## src/rtl/hazard_ctrl_pkg.sv

```systemverilog
// Shared definitions for the DLX pipeline hazard controller: state encoding,
// the hard-wired zero register and the default event-counter width.
package hazard_ctrl_pkg;

    typedef enum logic [1:0] {
        ST_RUN      = 2'b00,
        ST_FLUSH    = 2'b01,
        ST_MEM_WAIT = 2'b10
    } state_e;

    localparam int unsigned ZERO_REG          = 0;
    localparam int unsigned DEFAULT_CNT_WIDTH = 16;

endpackage

```

## src/rtl/pipeline_hazard_control_load_use_detect.sv

```systemverilog
// Combinational load-use comparator: flags an ID instruction that reads the
// register a load in EX is about to write. Register 0 never hazards.
module load_use_detect
    import hazard_ctrl_pkg::*;
#(
    parameter int unsigned REG_ADDR_WIDTH = 5
) (
    input  logic [REG_ADDR_WIDTH-1:0] id_read_address1_i,
    input  logic [REG_ADDR_WIDTH-1:0] id_read_address2_i,
    input  logic                      id_read1_used_i,
    input  logic                      id_read2_used_i,
    input  logic [REG_ADDR_WIDTH-1:0] ex_w_reg_addr_i,
    input  logic                      ex_w_reg_wr_en_i,
    input  logic                      ex_mem_read_i,
    output logic                      hazard_o
);

    logic src1_match;
    logic src2_match;

    assign src1_match = id_read1_used_i && (id_read_address1_i == ex_w_reg_addr_i);
    assign src2_match = id_read2_used_i && (id_read_address2_i == ex_w_reg_addr_i);

    assign hazard_o = ex_mem_read_i && ex_w_reg_wr_en_i
                   && (ex_w_reg_addr_i != REG_ADDR_WIDTH'(ZERO_REG))
                   && (src1_match || src2_match);

endmodule

```

## src/rtl/pipeline_hazard_control.sv

```systemverilog
// Stall/flush sequencer for the 5-stage DLX pipeline: memory-busy freeze,
// branch/jump redirect flushes, load-use stalls and saturating event counters.
module pipeline_hazard_control
    import hazard_ctrl_pkg::*;
#(
    parameter int unsigned REG_ADDR_WIDTH = 5,
    parameter int unsigned FLUSH_CYCLES   = 1,
    parameter int unsigned CNT_WIDTH      = DEFAULT_CNT_WIDTH
) (
    input  logic                      clk,
    input  logic                      rst,
    input  logic [REG_ADDR_WIDTH-1:0] id_read_address1_in,
    input  logic [REG_ADDR_WIDTH-1:0] id_read_address2_in,
    input  logic                      id_read1_used_in,
    input  logic                      id_read2_used_in,
    input  logic [REG_ADDR_WIDTH-1:0] ex_w_reg_addr_in,
    input  logic                      ex_w_reg_wr_en_in,
    input  logic                      ex_mem_read_in,
    input  logic                      branch_taken_in,
    input  logic                      jump_inst_in,
    input  logic                      mem_busy_in,
    output logic                      pc_write_en_out,
    output logic                      if_id_write_en_out,
    output logic                      if_id_flush_out,
    output logic                      id_ex_flush_out,
    output logic                      pipe_hold_out,
    output logic [CNT_WIDTH-1:0]      stall_count_out,
    output logic [CNT_WIDTH-1:0]      flush_count_out
);

    logic                 hazard;
    logic                 redirect;
    logic                 stall_evt;
    logic                 flush_evt;
    state_e               state_q, state_d;
    logic [3:0]           remaining_q, remaining_d;
    logic [CNT_WIDTH-1:0] stall_cnt_q, flush_cnt_q;

    load_use_detect #(
        .REG_ADDR_WIDTH (REG_ADDR_WIDTH)
    ) u_load_use_detect (
        .id_read_address1_i (id_read_address1_in),
        .id_read_address2_i (id_read_address2_in),
        .id_read1_used_i    (id_read1_used_in),
        .id_read2_used_i    (id_read2_used_in),
        .ex_w_reg_addr_i    (ex_w_reg_addr_in),
        .ex_w_reg_wr_en_i   (ex_w_reg_wr_en_in),
        .ex_mem_read_i      (ex_mem_read_in),
        .hazard_o           (hazard)
    );

    assign redirect = branch_taken_in || jump_inst_in;

    always_comb begin
        state_d            = state_q;
        remaining_d        = remaining_q;
        pc_write_en_out    = 1'b1;
        if_id_write_en_out = 1'b1;
        if_id_flush_out    = 1'b0;
        id_ex_flush_out    = 1'b0;
        pipe_hold_out      = 1'b0;
        stall_evt          = 1'b0;
        flush_evt          = 1'b0;

        if (mem_busy_in) begin
            // Memory stall outranks everything, including pending flush cycles
            pc_write_en_out    = 1'b0;
            if_id_write_en_out = 1'b0;
            pipe_hold_out      = 1'b1;
            stall_evt          = 1'b1;
            state_d            = ST_MEM_WAIT;
        end else if (state_q == ST_FLUSH) begin
            if_id_flush_out = 1'b1;
            id_ex_flush_out = 1'b1;
            if (remaining_q <= 4'd1) begin
                state_d = ST_RUN;
            end else begin
                remaining_d = remaining_q - 4'd1;
            end
        end else begin
            // RUN, and the first MEM_WAIT cycle with memory ready, share this path
            state_d = ST_RUN;
            if (redirect) begin
                if_id_flush_out = 1'b1;
                id_ex_flush_out = 1'b1;
                flush_evt       = 1'b1;
                if (FLUSH_CYCLES > 1) begin
                    state_d     = ST_FLUSH;
                    remaining_d = 4'(FLUSH_CYCLES - 1);
                end
            end else if (hazard) begin
                pc_write_en_out    = 1'b0;
                if_id_write_en_out = 1'b0;
                id_ex_flush_out    = 1'b1;
                stall_evt          = 1'b1;
            end
        end

        if (rst) begin
            pc_write_en_out    = 1'b0;
            if_id_write_en_out = 1'b0;
            if_id_flush_out    = 1'b1;
            id_ex_flush_out    = 1'b1;
            pipe_hold_out      = 1'b0;
        end
    end

    always_ff @(posedge clk) begin
        if (rst) begin
            state_q     <= ST_RUN;
            remaining_q <= 4'd0;
            stall_cnt_q <= '0;
            flush_cnt_q <= '0;
        end else begin
            state_q     <= state_d;
            remaining_q <= remaining_d;
            if (stall_evt && (stall_cnt_q != '1)) begin
                stall_cnt_q <= stall_cnt_q + CNT_WIDTH'(1);
            end
            if (flush_evt && (flush_cnt_q != '1)) begin
                flush_cnt_q <= flush_cnt_q + CNT_WIDTH'(1);
            end
        end
    end

    assign stall_count_out = stall_cnt_q;
    assign flush_count_out = flush_cnt_q;

endmodule

```

## config.mk

```make
export PLATFORM = sky130hd
export DESIGN_NAME = pipeline_hazard_control
export DESIGN_NICKNAME = d
export VERILOG_FILES = /design/src/rtl/hazard_ctrl_pkg.sv /design/src/rtl/pipeline_hazard_control_load_use_detect.sv /design/src/rtl/pipeline_hazard_control.sv
export SDC_FILE = /design/constraint.sdc
export NUM_CORES = 1
export LEC_CHECK = 0
export CORE_MARGIN = 4
export CORE_UTILIZATION = 48
export DETAILED_ROUTE_END_ITERATION = 12
export MAX_ROUTING_LAYER = met4
export PLACE_DENSITY = 0.85
export RECOVER_POWER = 50
export SLEW_MARGIN = 0
export SYNTH_ARGS = -nofsm -noshare
export SYNTH_HDL_FRONTEND = slang
export SYNTH_SLANG_ARGS = --single-unit
export TNS_END_PERCENT = 30
```

## constraint.sdc

```tcl
create_clock -name clk -period 9.45 [get_ports clk]
set_input_delay 2.835 -clock clk [delete_from_list [all_inputs] [get_ports clk]]
set_output_delay 2.835 -clock clk [all_outputs]
set_load 0.01 [all_outputs]
```

==> reports/qor.yml <==
grt_pass1_wl_um: 6290
vias: 1647
crit_top_cell: "clkdlybuf4s50_1"
synthTopCellsByArea: "dfxtp_1, xnor2_1, nor2_1"
critical_path.max_stage_delay_ns: 0.57
first_pass_iters: 5
clockBufferDepth: 2
wire_per_inst_um: 13.2
startpoint_type: "input port"
io_buffers: 60
initial_core_util_pct: 51.3
period_minus_slack_ns: 8.20
synth_area_um2: 1760
synth_mux_area_share_pct: 1.70
globalplace.congestion: 0.773
setup_tns_ns: 0
cellLeakagePower_nw: 0.914
synth_top_family_by_area: "simple AND/OR/NAND/NOR gates"
cts_setup_buffers: 0
yosysTopAreaCell: "dfxtp_1"
yosysUniqueCellTypes: 40
drv_slew: 0
post_cts_resized: 0
fp.dieH_um: 68.6
grt_pass1_vias: 1435
synthFlopType: "dfxtp_1"
setup_viol: 0
worstHoldPathType: "reg2reg"
grt_usage_pct: 18.2
critPathArrivalTime_ns: 5.36
critPathRequiredTime_ns: 6.62
grt_max_degree: 36
synth-compound-area-share_pct: 12.6
ys_warn_count: 0
synth_common_cells: "dfxtp_1, nor2_1, xnor2_1"
ctsRootBufferMaster: "clkbuf_8"
viasPerCell: 5.30
numCtsBuffers: 5
slew_headroom_pct: 61.5
hold_violations: 0
grt_overflow_total: 0
drv_cap: 0
async_flop_share_pct: 0
fillCellCount: 272
clock_sinks: 32
drc_errors: 0
postRouteAntennaNets: 0
yosys.area_share.simple_pct: 31.4
setup_ws_ns: 1.25
wl_um: 4090
ys_ff_latch: 32
clk_latency_ns: 0.28
dieArea_um2: 4710
core_area_um2: 3440
max_freq_mhz: 122
nets: 290
synth-edff-count: 0
cts_tree: "yes"
diodes: 0
path_cells: "clkdlybuf4s50_1, or4_1, nor2_2, nor4_4, a21oi_2, nor2b_1, clkdlybuf4s50_1"
yosysTopAreaCellShare_pct: 36.3
synth_seq_area_share_pct: 36.3
finClkSkew_ns: 0.00486
rsz0062_at_grt: "false"
power_density_nw_per_um2: 114
tightest_slew_ns: 0.577
synth_adder_area_share_pct: 1.42
yosysMostFrequentCell: "dfxtp_1"
area_growth_pct: 39.1
antenna_found_initial: 0
crit_fanout: 15
place_ws_ns: 1.27
synthXorXnorAreaFrac_pct: 12.4
row_count: 21
die_width_um: 68.6
irDropWorstVdd_mv: 0.0849
place_hpwl_um: 3030
postSynthAreaPerCell_um2: 8.69
slowest_stage: "or4_1"
synth_fp_nets: 229
drive_above_1_share_pct: 8.30
cp-end-kind: "output port"
path_class: "in2out"
path_clk_slew_ns: 0.06
drt_iter0_markers: 74
ioPinCount: 61
timing.final.crit_share_pct: 86.7
hold_buffers: 0
h-tree-depth: 2
status: "finished clean"
synth_cells: 203
-- power by group --
| group | total, W | switching (W) | internal, W | leakage, nW |
|---|---|---|---|---|
| Sequential | 0.000139 | 0.00000182 | 0.000137 | 0.258 |
| Clock | 0.000106 | 0.0000472 | 0.0000593 | 0.0455 |
| Combinational | 0.0000357 | 0.0000155 | 0.0000202 | 0.610 |
| Total | 0.000281 | 0.0000645 | 0.000216 | 0.914 |
-- worst paths after layout --
| path | end | from | slack (ns) | depth (start not counted) |
|---|---|---|---|---|
| hold reg to reg | stall_count_out[9]$_SDFFE_PP0P_ | stall_count_out[9]$_SDFFE_PP0P_ | 0.51 | 2 |
| setup reg to reg | stall_count_out[1]$_SDFFE_PP0P_ | stall_count_out[0]$_SDFFE_PP0P_ | 7.31 | 7 |
| hold / removal | stall_count_out[9]$_SDFFE_PP0P_ | stall_count_out[9]$_SDFFE_PP0P_ | 0.51 | 2 |
| setup / recovery | pc_write_en_out | ex_w_reg_addr_in[1] | 1.25 | 7 |
-- cell type report --
| cell class | instances | area (µm²) | share of cell area [%] |
|---|---|---|---|
| multi-input cells | 162 | 1050 | 42.8 |
| flip-flops and latches | 32 | 641 | 26.1 |
| repair buffers | 61 | 608 | 24.8 |
| clock buffers | 8 | 90.1 | 3.67 |
| well taps | 46 | 57.6 | 2.34 |
| inverters | 2 | 7.51 | 0.306 |
-- per-layer routing --
layer | GRT usage [%] | wire length (µm) | vias up
met5 | - | 0 | -
met3 | 3.40 | 152 | 6
met1 | 22.8 | 1880 | 755
li1 | - | - | 849
met4 | 9.43 | 63 | 0
met2 | 27.8 | 2000 | 37
-- flip-flops by register name (all words and copies together) (netlist names) --
| register | count |
|---|---|
| stall_count_out | 16 |
| flush_count_out | 16 |
-- worst max-delay path, delay by kind of cell --
kind / cells / cell delay (ns)
compound gates: 1 / 0.45
buf+inv: 2 / 1.03
simple gates: 4 / 1.05
-- metrics by stage --
stage                     cell area, µm²  utilization, %  hold slack (ns)  instances  power [W]
final                               2450            71.3            0.505        311   0.000281
after global routing                2450            71.3            0.531        311   0.000293
after CTS                           2450            71.3            0.511        311   0.000285
after detailed placement            2360            68.7            0.501        303   0.000178
after global placement              2360            68.7            0.486        303   0.000178
after floorplan                     1760               -            0.508        203   0.000160
-- layout by cell type, fill, tap and decap left out, types with 9 or more instances in the layout --
master	n
xnor2_1	16
dfxtp_1	32
nand3_1	12
xor2_1	9
o21ai_0	13
nand2_1	12
nand4_1	13
nor2_1	24
dlygate4sd3_1	31
a21oi_1	15
clkdlybuf4s50_1	29
-- kinds of logic (layout without fill, tap and decap cells) --
| family | Yosys count | after routing |
|---|---|---|
| simple gates | 96 | 96 |
| mux | 3 | 3 |
| xor+xnor | 25 | 25 |
| buf+inv | 9 | 71 |
| flops | 32 | 32 |
| compound gates | 36 | 36 |
| fa+ha+maj | 2 | 2 |
Power figures use the tool's default switching activity.
